### src/rtl/i2c_bus_arbiter.sv
// ---------------------------------------------------------------------------
// i2c_bus_arbiter
//
// Shares one I2C write controller between NUM_REQ configuration requesters
// (e.g. HDMI transmitter setup and camera sensor setup). Each grant carries
// exactly one DATA_W-bit {dev_addr, reg_addr, data} frame to the controller.
// Requesters are served round-robin. A watchdog aborts a transaction whose
// controller never reports END, so a hung bus cannot starve the others.
//
// Ports
//   clk          I2C control clock; every requester is synchronous to it
//   reset        asynchronous, active-low reset
//   req          per-requester request level (ignored while busy)
//   req_data     frame of requester i at bits [i*DATA_W +: DATA_W]
//   gnt          one-hot grant, held for the whole transaction
//   done         one-cycle completion pulse to the granted requester
//   nack         result of the last transaction (1 = NACK or timeout),
//                valid from its done pulse until the next done pulse
//   timeout      one-cycle pulse, coincident with done, on watchdog abort
//   busy         high whenever the arbiter is not idle
//   ctrl_data    frame presented to the shared controller
//   ctrl_enable  controller start/hold level
//   ctrl_end     controller END; stays high until ctrl_enable drops
//   ctrl_nack    controller ACK flag (1 = slave did not acknowledge)
// ---------------------------------------------------------------------------
module i2c_bus_arbiter #(
    parameter int NUM_REQ     = 2,
    parameter int DATA_W      = 24,
    parameter int TIMEOUT_CYC = 4096
) (
    input  logic                      clk,
    input  logic                      reset,
    input  logic [NUM_REQ-1:0]        req,
    input  logic [NUM_REQ*DATA_W-1:0] req_data,
    output logic [NUM_REQ-1:0]        gnt,
    output logic [NUM_REQ-1:0]        done,
    output logic                      nack,
    output logic                      timeout,
    output logic                      busy,
    output logic [DATA_W-1:0]         ctrl_data,
    output logic                      ctrl_enable,
    input  logic                      ctrl_end,
    input  logic                      ctrl_nack
);

    localparam int IDX_W = (NUM_REQ > 1) ? $clog2(NUM_REQ) : 1;
    // One extra bit so last_idx + offset never overflows before the wrap.
    localparam int SUM_W = IDX_W + 1;
    localparam int WD_W  = (TIMEOUT_CYC > 1) ? $clog2(TIMEOUT_CYC) : 1;

    localparam logic [SUM_W-1:0] NUM_REQ_S = SUM_W'(NUM_REQ);
    localparam logic [IDX_W-1:0] LAST_RST  = IDX_W'(NUM_REQ - 1);
    localparam logic [WD_W-1:0]  WD_LIMIT  = WD_W'(TIMEOUT_CYC - 1);

    typedef enum logic [1:0] {
        S_IDLE,
        S_START,
        S_WAIT_END,
        S_RELEASE
    } state_t;

    // -----------------------------------------------------------------------
    // Registered state and outputs
    // -----------------------------------------------------------------------
    state_t               state_q,       state_d;
    logic [IDX_W-1:0]     last_idx_q,    last_idx_d;
    logic [IDX_W-1:0]     gidx_q,        gidx_d;
    logic [WD_W-1:0]      wd_q,          wd_d;
    logic [NUM_REQ-1:0]   gnt_q,         gnt_d;
    logic [NUM_REQ-1:0]   done_q,        done_d;
    logic                 nack_q,        nack_d;
    logic                 timeout_q,     timeout_d;
    logic                 busy_q,        busy_d;
    logic [DATA_W-1:0]    ctrl_data_q,   ctrl_data_d;
    logic                 ctrl_enable_q, ctrl_enable_d;

    // -----------------------------------------------------------------------
    // Per-requester frame view
    // -----------------------------------------------------------------------
    logic [DATA_W-1:0] frame_arr [NUM_REQ];

    generate
        for (genvar gi = 0; gi < NUM_REQ; gi++) begin : g_frame
            assign frame_arr[gi] = req_data[gi*DATA_W +: DATA_W];
        end
    endgenerate

    // -----------------------------------------------------------------------
    // Round-robin scan starting just after the last served requester.
    // Offsets are visited from farthest to nearest so the nearest set
    // request overwrites any farther candidate and wins.
    // -----------------------------------------------------------------------
    logic              win_found;
    logic [IDX_W-1:0]  win_idx;
    logic [SUM_W-1:0]  scan_sum;

    always_comb begin
        win_found = 1'b0;
        win_idx   = '0;
        scan_sum  = '0;
        for (int off = NUM_REQ; off >= 1; off--) begin
            scan_sum = {1'b0, last_idx_q} + SUM_W'(off);
            if (scan_sum >= NUM_REQ_S) begin
                scan_sum = scan_sum - NUM_REQ_S;
            end
            if (req[scan_sum[IDX_W-1:0]]) begin
                win_found = 1'b1;
                win_idx   = scan_sum[IDX_W-1:0];
            end
        end
    end

    // -----------------------------------------------------------------------
    // Next-state logic
    // -----------------------------------------------------------------------
    always_comb begin
        state_d       = state_q;
        last_idx_d    = last_idx_q;
        gidx_d        = gidx_q;
        wd_d          = wd_q;
        gnt_d         = gnt_q;
        done_d        = '0;          // pulses: low unless set below
        nack_d        = nack_q;
        timeout_d     = 1'b0;
        busy_d        = busy_q;
        ctrl_data_d   = ctrl_data_q;
        ctrl_enable_d = ctrl_enable_q;

        unique case (state_q)
            S_IDLE: begin
                if (win_found) begin
                    ctrl_data_d = frame_arr[win_idx];
                    gnt_d       = NUM_REQ'(1) << win_idx;
                    gidx_d      = win_idx;
                    busy_d      = 1'b1;
                    state_d     = S_START;
                end
            end

            S_START: begin
                ctrl_enable_d = 1'b1;
                wd_d          = '0;
                state_d       = S_WAIT_END;
            end

            S_WAIT_END: begin
                wd_d = wd_q + WD_W'(1);
                // END is checked first so a completion that lands on the
                // watchdog limit cycle still counts as a normal finish.
                if (ctrl_end) begin
                    nack_d        = ctrl_nack;
                    ctrl_enable_d = 1'b0;
                    done_d        = gnt_q;
                    state_d       = S_RELEASE;
                end else if (wd_q == WD_LIMIT) begin
                    nack_d        = 1'b1;
                    timeout_d     = 1'b1;
                    ctrl_enable_d = 1'b0;
                    done_d        = gnt_q;
                    state_d       = S_RELEASE;
                end
            end

            S_RELEASE: begin
                // Hold the grant until the controller has seen enable low
                // (END falls), so the next frame starts from a clean state.
                if (!ctrl_end) begin
                    gnt_d      = '0;
                    last_idx_d = gidx_q;
                    busy_d     = 1'b0;
                    state_d    = S_IDLE;
                end
            end

            default: begin
                state_d = S_IDLE;
            end
        endcase
    end

    // -----------------------------------------------------------------------
    // State register
    // -----------------------------------------------------------------------
    always_ff @(posedge clk or negedge reset) begin
        if (!reset) begin
            state_q       <= S_IDLE;
            last_idx_q    <= LAST_RST;
            gidx_q        <= '0;
            wd_q          <= '0;
            gnt_q         <= '0;
            done_q        <= '0;
            nack_q        <= 1'b0;
            timeout_q     <= 1'b0;
            busy_q        <= 1'b0;
            ctrl_data_q   <= '0;
            ctrl_enable_q <= 1'b0;
        end else begin
            state_q       <= state_d;
            last_idx_q    <= last_idx_d;
            gidx_q        <= gidx_d;
            wd_q          <= wd_d;
            gnt_q         <= gnt_d;
            done_q        <= done_d;
            nack_q        <= nack_d;
            timeout_q     <= timeout_d;
            busy_q        <= busy_d;
            ctrl_data_q   <= ctrl_data_d;
            ctrl_enable_q <= ctrl_enable_d;
        end
    end

    assign gnt         = gnt_q;
    assign done        = done_q;
    assign nack        = nack_q;
    assign timeout     = timeout_q;
    assign busy        = busy_q;
    assign ctrl_data   = ctrl_data_q;
    assign ctrl_enable = ctrl_enable_q;

endmodule

### config.mk
export PLATFORM = sky130hd
export DESIGN_NAME = i2c_bus_arbiter
export DESIGN_NICKNAME = d
export VERILOG_FILES = /design/src/rtl/i2c_bus_arbiter.sv
export SDC_FILE = /design/constraint.sdc
export NUM_CORES = 1
export LEC_CHECK = 0
export BUFFER_PORTS_ARGS = -buffer_cell sky130_fd_sc_hd__buf_2
export CORE_ASPECT_RATIO = 1.4
export CORE_MARGIN = 2
export CORE_UTILIZATION = 44
export CTS_CLUSTER_SIZE = 8
export DETAILED_ROUTE_END_ITERATION = 7
export PLACE_DENSITY = 0.78
export SLEW_MARGIN = 40
export SYNTH_ARGS = -nofsm -noshare
export SYNTH_HDL_FRONTEND = slang
export SYNTH_SLANG_ARGS = --single-unit
### constraint.sdc
create_clock -name clk -period 1.7 [get_ports clk]
set_input_delay 0.085 -clock clk [delete_from_list [all_inputs] [get_ports clk]]
set_output_delay 0.085 -clock clk [all_outputs]
set_load 0.02 [all_outputs]
# [After elaboration in Yosys (flattened, before gate mapping)]
# Index checks and enable logic that the tools add are counted.
[classes] n_addsub=5 n_mul=0 n_div=0 magnitude_cmp=5 eq_ne=7 n_shift=1 mux=35 bitwise_logic=2 reduce_logical=10
[op_table] operator="24-bit 2-to-1 mux" n=3
[op_table] operator="12-bit one-hot mux with 2 select lines" n=1
[op_table] operator="1-bit 2-to-1 mux" n=19
[op_table] operator="2-bit 2-to-1 mux" n=8
[op_table] operator="12-bit by 1-bit adder with 12-bit output, second input constant" n=1
[op_table] operator="12-bit == test, second input constant" n=1
[op_table] operator="2-bit one-hot mux with 4 select lines" n=1
[op_table] operator="2-bit AND reduction" n=4
[op_table] operator="2-bit greater-or-equal comparator, second input constant" n=3
[op_table] operator="3-bit AND reduction" n=2
[op_table] operator="2-bit nonzero test" n=3
[op_table] operator="2-bit == test, second input constant" n=2
[op_table] operator="1-bit by 2-bit < comparator with 1-bit output, second input constant" n=2
[op_table] operator="2-bit inequality test, second input constant" n=2
[op_table] operator="1-bit one-hot mux with 2 select lines" n=2
[op_table] operator="2-bit one-hot mux with 2 select lines" n=1
[op_table] operator="3-bit inequality test, second input constant" n=1
[op_table] operator="1-bit by 1-bit adder with 2-bit output, second input constant" n=1
[op_table] operator="1-bit by 2-bit adder with 2-bit output, second input constant" n=1
[op_table] operator="2-bit by 1-bit == test with 1-bit output, second input constant" n=1
[op_table] operator="2-bit zero test" n=1
[op_table] operator="1-bit NOT with 2-bit output" n=1
[op_table] operator="1-bit by 1-bit << shifter with 2-bit output, first input constant" n=1
[op_table] operator="1-bit subtractor, second input constant" n=2
[op_table] operator="1-bit NOT" n=1
[totals] reg_bits=48 latchBits=0 ram_bits=0 rom_bits=0 out_inout_bits=32 n_memories=0

# [Longest topological paths before layout]
# Gate-level depths: netlist of the first run.
[logic_depth] word_depth=11 depth_mapped=7 mapped_depth_nobuf=6

# [Worst setup path before layout of the first run]
# OpenSTA, ideal clock, no wires.
[synth_timing] kind="reg2reg" startpoint="reg wd_q[0]" endpoint="reg state_q[1]" setup_time_ns=0.125 arrival_time_ns=1.443 slack_ns=0.131 stages_incl_launch_ff=6 path_buffers=0 period_less_slack_ns=1.569 cell_sequence="dfrtp_1 ha_1 and3_1 a41oi_4 a21oi_2 mux2_4"
[synth_between] elab_chain_cells=3
[synth_rtl] element="start, declared" line="68" source="logic [WD_W-1:0] wd_q, wd_d;"
[synth_rtl] element="start signal, assigned" line="201" source="wd_q <= wd_d;"
[synth_rtl] element="12-bit == test" line="155" source="end else if (wd_q == WD_LIMIT) begin"
[synth_rtl] element="3-bit inequality test (no line)"
[synth_rtl] element="3-bit AND reduction (no line)"
[synth_rtl] element="end signal, assigned" line="198" source="state_q <= state_d;"
[synth_rtl] element="end, declared" line="65" source="state_t state_q, state_d;"
# No other way between the ends.
# A chain may end at the register's enable or synchronous reset.

# [Worst setup path after layout of the first run]
[layout_timing] startpoint="reg state_q[0]" endpoint="reg state_q[1]"
[layout_between] elab_chain_cells=3
[layout_rtl] element="2-bit == test or 2-bit zero test (tied branches)" line="129" source="unique case (state_q)"
[layout_rtl] element="3-bit inequality test (no line) or 2-bit inequality test (tied branches)"
[layout_rtl] element="3-bit AND reduction (no line)"
# Several ways; a longest one is shown, not always the timed one.

==> impl_metrics.env, run 1 <==
export IMPL_initial_core_util_pct=45.4
export IMPL_critPathCaptureType="register"
export IMPL_groute_usage_overall_pct=17.5
export IMPL_rows=31
export IMPL_cts_clk_slew_worst_paths_ns=0.09
export IMPL_worstSetupPathType="register to register"
export IMPL_min_period_ns=1.66
export IMPL_die_area_sq_mm=0.00588
export IMPL_yosysMostFrequentCell="dfrtp_1"
export IMPL_maxCapViolations=0
export IMPL_worst_slew_pin_slew_ns=0.509
export IMPL_numCtsBuffers=5
export IMPL_grt_max_degree=39
export IMPL_max_freq_mhz=602
export IMPL_syn_avg_cell_area_sq_um=10.5
export IMPL_maxSlewHeadroom_pct=66.1
export IMPL_synth_nets=281
export IMPL_skew_ns=0.00802
export IMPL_coreArea_sq_mm=0.00512
export IMPL_grt_pass1_wl_um=8210
export IMPL_synth_seq_cells=48
export IMPL_hold_viol=0
export IMPL_synthCells=221
export IMPL_synth_top_area_share_pct=50.6
export IMPL_io_pins=86
export IMPL_clockBufferDepth=2
export IMPL_synth_flop_cell="dfrtp_1"
export IMPL_timing_final_ws_setup_ns=0.0401
export IMPL_reg2reg_depth=5
export IMPL_rr_startpoint="state_q[0]"
export IMPL_maxSlewViolCount=0
export IMPL_synth_commonest_cells="dfrtp_1 (47), o21ai_0 (33), nand2_1 (30), mux2i_1 (25), inv_1 (10)"
export IMPL_finalSetupViolCount=0
export IMPL_cp_start_kind="register"
export IMPL_synth_top_cell_by_area="dfrtp_1"
export IMPL_startpoint="state_q[0]"
export IMPL_areaGrowthSynthToFinish_pct=29.0
export IMPL_dr_pass1_iters=4
export IMPL_gr_total_overflow=0
export IMPL_fillers=474
export IMPL_path_depth=5
export IMPL_syn_area_sq_mm=0.00232
export IMPL_crit_path_end="state_q[1]"
export IMPL_status="finished clean"
export IMPL_swShare_pct=41.4
export IMPL_vias=1919
export IMPL_hold_class="input pin to register"
export IMPL_cp_top_family="compound AO/OA/AOI/OAI gates"
export IMPL_synth_edf_count=0
export IMPL_seqPwrFrac_pct=37.9
export IMPL_cp_slowest_cell="dfrtp_1"
export IMPL_synth_area_leaders="dfrtp_1 (51%), mux2i_1 (11%), o21ai_0 (7.1%)"
export IMPL_drive_gt1_share_pct=36.0
export IMPL_p_int_mw=2.73
export IMPL_leakage_nw=1.54
export IMPL_finalCritPeriodShare_pct=97.6
export IMPL_worstPathCellList="buf_4, ha_1, a22o_1, a21oi_2, mux2_4"
export IMPL_cts_max_level=2
export IMPL_die_h_um=90.0
export IMPL_antenna_left=0
export IMPL_critPathMaxStageDelay_ns=0.40
export IMPL_comb_power_share_pct=48.1
export IMPL_drc_errors=0
export IMPL_yosysUniqueCellTypes=40
export IMPL_portBuffers=85
export IMPL_ir_worst_vdd_v=0.000778
export IMPL_cp_max_fo=5
export IMPL_clock_latency_ns=0.30
export IMPL_clkPwrFrac_pct=14.0
export IMPL_p_sw_mw=1.93
export IMPL_hpwlAfterDp_um=3790
export IMPL_wl_per_cell_um=12.7
export IMPL_synth_seq_area_share_pct=51.8
export IMPL_gp_congestion=0.813
export IMPL_fin_hold_ws_ns=0.00873
export IMPL_rrSetupSlack_ns=0.04
export IMPL_fin_nets=373
export IMPL_r2r_end="state_q[1]"
export IMPL_antennaDiodeCount=0
export IMPL_powerDensity_mw_per_mm2=1560
export IMPL_root_buffer="clkbuf_8"
export IMPL_clock_sinks=48
export IMPL_antenna_found_initial=0
export IMPL_pre_cts_slack_ns=0.0982
export IMPL_async_flop_share_pct=100
export IMPL_cts_tree="yes"
export IMPL_drtIter0Drc=31
export IMPL_grt_pass1_vias=1871
export IMPL_cp_data_arrival_time_ns=1.84
export IMPL_avgViaCountPerCell=5.05
export IMPL_worstPathRequired_ns=1.88
export IMPL_fp_dieW_um=65.4
export IMPL_yosys_warnings=0
export IMPL_tns_ns=0
export IMPL_worst_path_buf_inv=1
export IMPL_wl_um=4830
==> worst reg2reg max path, stage by stage, from the launching register on <==
cell     delay [ns]
dfrtp_1        0.40
buf_4          0.14
ha_1           0.24
a22o_1         0.27
a21oi_2        0.18
mux2_4         0.32
==> cell families after synthesis <==
| group | Yosys count | synth area share (%) |
|---|---|---|
| AND/OR/NAND/NOR | 62 | 12.6 |
| AO/OA/AOI/OAI | 52 | 14.3 |
| flip-flops | 48 | 51.8 |
| multiplexers | 27 | 11.9 |
| buffers and inverters | 22 | 4.74 |
| adder cells (fa/ha/maj) | 6 | 3.23 |
| XOR/XNOR | 4 | 1.51 |
==> stage by stage <==
step	instances	utilization [%]	power [mW]	instance area, sq um
floorplan	221	-	3.20	2320
finish	380	58.5	4.66	3000
global placement	369	56.4	3.92	2890
detailed placement	369	56.4	4.02	2890
global route	380	58.5	5.01	3000
CTS	378	58.2	4.69	2980
==> cell type report <==
class,instances,area [sq um],share of cell area [%]
Multi-Input combinational cell,151,1030,34.5
Timing Repair Buffer,97,556,18.5
Tap cell,66,82.6,2.76
Sequential cell,48,1200,40.1
Clock buffer,6,72.6,2.42
Clock inverter,2,12.5,0.418
Inverter,10,37.5,1.25
==> state kept, by name, indices dropped and copies added, names as in the netlist, 2 cells and up <==
signal and flops:
done 2, wd_q 12, gnt 2, state_q 2, ctrl_data 24
==> how the worst min path moves through the flow <==
stage / depth (start not counted) / from / to
after floorplan: 0 / reset / busy
after global placement: 1 / reset / ctrl_data[20]
after detailed placement: 1 / reset / ctrl_data[20]
after CTS: 2 / ctrl_nack / nack
after global routing: 2 / ctrl_nack / nack
final: 2 / ctrl_nack / nack
==> power groups by stage <==
stage	logic, mW	clock network (mW)	registers (mW)
final	2.24	0.651	1.77
after global placement	2.13	0	1.79
after floorplan	1.01	0	2.19
after detailed placement	2.23	0	1.79
after global routing	2.47	0.726	1.82
after CTS	2.22	0.681	1.78
==> metal layers <==
layer  up-vias  global-route usage, %  wire (um)
met5         -                      0          0
met4         0                   6.77         88
met3        10                   4.13        329
met2        76                   29.7       2420
met1       881                   21.0       1990
li1        952                      -          -
==> cells in the final DEF (no fill, tap or decap), drive strengths merged, types with 2 or more instances in the layout <==
cell     n
a21o     2
a21oi    2
a22o     3
a41oi    2
and2     3
and3     2
and4     2
buf     96
clkbuf   6
dfrtp   47
ha       6
inv     10
mux2     2
mux2i   25
nand2   30
nand3    5
nand4    5
nor2     8
nor2b    3
nor3     2
o21ai   34
o22ai    3
xor2     3
==> repair_timing <==
item | CTS | global route
hold buffers | 1 | 0
setup endpoints to repair | 0 | 6
setup buffers | 0 | 2
endpoints found under the hold margin | 21 | 0
resized for setup | 0 | 1
(Power assumes the default switching activity.)
==> run 2: changes to the inputs <==
- CELL_PAD_IN_SITES_DETAIL_PLACEMENT: default -> 0
- CELL_PAD_IN_SITES_GLOBAL_PLACEMENT: default -> 1
- CORE_ASPECT_RATIO: 1.4 -> default
- CORE_UTILIZATION: 44 -> 33
==> impl_metrics.env, run 2 (same netlist as run 1, synthesis figures left out) <==
export IMPL_ir_worst_vdd_v=0.000724
export IMPL_seqPwrFrac_pct=38.0
export IMPL_clkPwrFrac_pct=15.0
export IMPL_groute_usage_overall_pct=13.3
export IMPL_worstPathRequired_ns=1.88
export IMPL_min_period_ns=1.60
export IMPL_worstSetupPathType="register to register"
export IMPL_worst_path_buf_inv=0
export IMPL_dr_pass1_iters=4
export IMPL_drive_gt1_share_pct=36.3
export IMPL_finalSetupViolCount=0
export IMPL_tns_ns=0
export IMPL_fin_cells=410
export IMPL_coreArea_sq_mm=0.00679
export IMPL_cts_max_level=2
export IMPL_p_sw_mw=1.92
export IMPL_fin_hold_ws_ns=0.0470
export IMPL_numCtsBuffers=5
export IMPL_vias=1865
export IMPL_drc_errors=0
export IMPL_comb_power_share_pct=47.0
export IMPL_clockBufferDepth=2
export IMPL_leakage_nw=1.54
export IMPL_rr_startpoint="wd_q[0]"
export IMPL_cp_top_family="flip-flops"
export IMPL_reg2reg_depth=5
export IMPL_finalCritPeriodShare_pct=94.4
export IMPL_portBuffers=85
export IMPL_r2r_end="state_q[1]"
export IMPL_p_int_mw=2.74
export IMPL_die_h_um=87.9
export IMPL_clock_sinks=48
export IMPL_grt_pass1_wl_um=8030
export IMPL_largest_reg_flops=24
export IMPL_cp_max_fo=4
export IMPL_powerDensity_mw_per_mm2=1530
export IMPL_root_buffer="clkbuf_8"
export IMPL_hold_end="timeout"
export IMPL_cts_setup_buffers=0
export IMPL_critPathCaptureType="register"
export IMPL_cts_tree="yes"
export IMPL_swShare_pct=41.2
export IMPL_avgViaCountPerCell=4.55
export IMPL_antennaDiodeCount=0
export IMPL_status="finished clean"
export IMPL_fp_dieW_um=87.9
export IMPL_cp_slowest_cell="dfrtp_1"
export IMPL_skew_ns=0.00819
export IMPL_grt_pass1_vias=1782
export IMPL_maxCapViolations=0
export IMPL_gr_total_overflow=0
export IMPL_worst_slew_pin_slew_ns=0.516
export IMPL_initial_core_util_pct=34.2
export IMPL_clock_latency_ns=0.30
export IMPL_rrSetupSlack_ns=0.1
export IMPL_maxSlewViolCount=0
export IMPL_gp_congestion=0.723
export IMPL_wl_per_cell_um=12.1
export IMPL_wl_um=4960
export IMPL_final_util_pct=44.6
export IMPL_hold_viol=0
export IMPL_rsz0062_at_grt="no"
export IMPL_grt_max_degree=41
export IMPL_maxSlewHeadroom_pct=65.6
export IMPL_drtIter0Drc=61
export IMPL_cp_data_arrival_time_ns=1.79
export IMPL_layout_common_cells="buf_2 (85), dfrtp_1 (47), o21ai_0 (33), nand2_1 (30), mux2i_1 (25)"
export IMPL_hpwlAfterDp_um=3770
export IMPL_areaGrowthSynthToFinish_pct=30.6
export IMPL_cp_start_kind="register"
export IMPL_rows=30
export IMPL_mostFrequentLayoutCell="buf_2"
export IMPL_worstPathCellList="ha_1, and3_2, a41oi_4, a21oi_2, mux2_4"
export IMPL_fin_nets=373
export IMPL_hold_class="input pin to register"
export IMPL_antenna_left=0
export IMPL_hold_path_depth=2
export IMPL_io_pins=86
export IMPL_die_area_sq_mm=0.00772
export IMPL_cts_clk_slew_worst_paths_ns=0.09
export IMPL_dpl_cell_count=400
export IMPL_hp_start="ctrl_end"
export IMPL_max_freq_mhz=623
export IMPL_critPathMaxStageDelay_ns=0.42
export IMPL_p_total_mw=4.66
export IMPL_antenna_found_initial=0
-- run 2: timing repair --
item / 4_1_cts / 5_1_grt
hold buffers: 2 / 0
endpoints found under the hold margin: 21 / 0
gates resized for setup: 0 / 2
setup endpoints to repair: 0 / 2
-- run 2: worst max-delay path by stage --
stage | to | cells past startpoint | start | slack (ns)
2_1_floorplan | state_q[1] | 5 | wd_q[0] | 0.13
3_3_place_gp | state_q[1] | 5 | wd_q[0] | 0.16
3_5_place_dp | state_q[1] | 5 | wd_q[1] | 0.11
4_1_cts | state_q[1] | 5 | wd_q[1] | 0.1
5_1_grt | wd_q[11] | 6 | state_q[0] | 0.009
6_report | state_q[1] | 5 | wd_q[0] | 0.1
-- run 2: per-layer routing --
metal	vias up	share of wire [%]	track usage, %
met5	-	0	0
met4	0	2.1	4.62
met3	9	5.0	3.96
met2	53	47	21.7
met1	849	46	16.8
li1	954	-	-
-- run 2: cell type report --
cell class | count | area, sq um
timing repair buffer | 97 | 546
multi-input combinational | 151 | 1030
sequential | 48 | 1200
clock buffer | 6 | 82.6
tap | 96 | 120
fill | 674 | 3760
clock inverter | 2 | 10.0
inverter | 10 | 37.5
-- run 2: stage by stage --
stage / worst slack, ns / instance area [sq um]
CTS: 0.0954 / 3030
floorplan: 0.131 / 2320
global placement: 0.157 / 2920
detailed placement: 0.110 / 2920
finish: 0.0955 / 3030
global route: 0.00916 / 3030
-- run 2: power by group through the flow --
| stage | logic (mW) | registers, mW | clock network (mW) |
|---|---|---|---|
| finish | 2.19 | 1.77 | 0.699 |
| global route | 2.42 | 1.82 | 0.767 |
| CTS | 2.23 | 1.78 | 0.729 |
| detailed placement | 2.22 | 1.79 | 0 |
| global placement | 2.17 | 1.78 | 0 |
| floorplan | 1.01 | 2.19 | 0 |
==> run 3: changes to the inputs <==
- CORE_MARGIN: 2 -> default
- GPL_TIMING_DRIVEN: default -> 0
- MAX_ROUTING_LAYER: default -> met4
==> impl_metrics.env, run 3 (same netlist as run 1, synthesis figures left out) <==
export IMPL_areaGrowthSynthToFinish_pct=31.6
export IMPL_drive_gt1_share_pct=37.9
export IMPL_drtIter0Drc=63
export IMPL_cts_clk_slew_worst_paths_ns=0.09
export IMPL_initial_core_util_pct=34.2
export IMPL_min_period_ns=1.62
export IMPL_p_total_mw=4.70
export IMPL_clock_latency_ns=0.30
export IMPL_gr_total_overflow=0
export IMPL_clock_sinks=48
export IMPL_multi_input_area_sq_mm=0.00104
export IMPL_critPathMaxStageDelay_ns=0.45
export IMPL_cp_slowest_cell="dfrtp_1"
export IMPL_fillers=688
export IMPL_finalSetupViolCount=0
export IMPL_leakage_nw=1.54
export IMPL_gp_congestion=0.790
export IMPL_numCtsBuffers=5
export IMPL_hp_start="ctrl_end"
export IMPL_seqCellArea_sq_mm=0.00120
export IMPL_cp_top_family="compound AO/OA/AOI/OAI gates"
export IMPL_avgViaCountPerCell=4.57
export IMPL_cts_tree="yes"
export IMPL_maxCapViolations=0
export IMPL_wl_per_cell_um=12.3
export IMPL_critPathCaptureType="register"
export IMPL_status="finished clean"
export IMPL_drc_errors=0
export IMPL_grt_max_degree=49
export IMPL_antenna_left=0
export IMPL_rows=30
export IMPL_maxSlewHeadroom_pct=59.7
export IMPL_timing_final_ws_setup_ns=0.0761
export IMPL_antenna_found_initial=0
export IMPL_worstPathRequired_ns=1.88
export IMPL_cp_start_kind="register"
export IMPL_coreArea_sq_mm=0.00679
export IMPL_portBuffers=85
export IMPL_hpwlAfterDp_um=3710
export IMPL_antennaDiodeCount=0
export IMPL_groute_usage_overall_pct=15.1
export IMPL_ir_worst_vdd_v=0.000532
export IMPL_max_freq_mhz=616
export IMPL_cts_max_level=2
export IMPL_root_buffer="clkbuf_8"
export IMPL_worstPathCellList="ha_4, and3_2, a41oi_4, a21oi_2, buf_4, o32a_2"
export IMPL_skew_ns=0.00677
export IMPL_cp_max_fo=6
export IMPL_finalCritPeriodShare_pct=95.5
export IMPL_hold_viol=0
export IMPL_fp_dieW_um=85.9
export IMPL_maxSlewViolCount=0
export IMPL_grt_pass1_wl_um=8490
export IMPL_startpoint="wd_q[1]"
export IMPL_worstSetupPathType="register to register"
export IMPL_mostFrequentLayoutCell="buf_2"
export IMPL_layout_common_cells="buf_2 (84), dfrtp_1 (47), o21ai_0 (33), nand2_1 (30), mux2i_1 (25)"
export IMPL_dr_pass1_iters=4
export IMPL_cp_data_arrival_time_ns=1.81
export IMPL_largest_reg_flops=24
export IMPL_grt_pass1_vias=1833
export IMPL_worst_slew_pin_slew_ns=0.604
export IMPL_wl_um=5140
export IMPL_hold_class="input pin to register"
export IMPL_pre_cts_slack_ns=-0.0462
export IMPL_powerDensity_mw_per_mm2=1540
export IMPL_worst_path_buf_inv=1
export IMPL_vias=1911
export IMPL_clockBufferDepth=2
export IMPL_fin_nets=381
export IMPL_die_area_sq_mm=0.00738
export IMPL_io_pins=86
export IMPL_die_h_um=85.9
export IMPL_rr_startpoint="wd_q[1]"
run 3: changes by cell type in the layout (fill, tap and decap cells not counted), moves of 2 or more:
cell	delta
clkbuf_2	+6
clkbuf_1	+4
ha_1	-2
inv_2	+2
buf_12	-2
inv_1	-2
buf_6	+4
clkinv_2	-2
run 3: final cells by class:
cell class	instances	share of cell area, %
Clock buffer	8	2.62
Inverter	10	1.23
Timing Repair Buffer	93	16.1
Multi-Input combinational cell	151	33.9
Tap cell	96	3.93
Sequential cell	48	39.4
Buffer	12	2.83
run 3: layer usage:
layer,share of wire (%),wire length (um),global-route usage (%),up-vias
li1,-,-,-,970
met1,48,2480,19.1,888
met2,47,2420,24.0,47
met3,3.2,162,2.89,6
met4,1.6,82,5.91,0
met5,0,0,-,-
run 3: worst register-to-register path: stages, from the launching register on:
cell	delay, ns
dfrtp_1	0.45
ha_4	0.20
and3_2	0.21
a41oi_4	0.24
a21oi_2	0.10
buf_4	0.13
o32a_2	0.17
run 3: final timing paths:
kind / to / slack [ns] / depth (start not counted)
setup / recovery: state_q[0] / 0.08 / 6
hold / removal: timeout / 0.05 / 2
setup reg to reg: state_q[0] / 0.08 / 6
hold reg to reg: ctrl_data[16] / 0.48 / 2
max in group asynchronous: gidx_q / 0.96 / 2
min in group asynchronous: wd_q[5] / 0.33 / 2
run 3: repair_timing:
action                                 in CTS  in global routing
setup endpoints to repair                  14                 20
setup buffers                               1                  5
endpoints found under the hold margin      48                  0
resized for setup                           8                 13
hold buffers                                2                  0
pin swaps                                   0                  2
run 3: through the flow:
| stage | util, % | hold WS (ns) | TNS, ns | std cells | cell area [sq um] |
|---|---|---|---|---|---|
| 2_1_floorplan | - | -0.211 | 0 | 221 | 2320 |
| 3_3_place_gp | 42.2 | 0.301 | -0.0475 | 402 | 2870 |
| 3_5_place_dp | 42.2 | 0.143 | -0.149 | 402 | 2870 |
| 4_1_cts | 44.0 | 0.0408 | 0 | 413 | 2990 |
| 5_1_grt | 45.0 | 0.0567 | -0.0197 | 418 | 3060 |
| 6_report | 45.0 | 0.0520 | 0 | 418 | 3060 |
run 3: power by group:
part	switching (mW)	internal (mW)	leakage [nW]
clock	0.363	0.293	0.0395
sequential	0.213	1.55	0.612
combinational	1.38	0.905	0.890
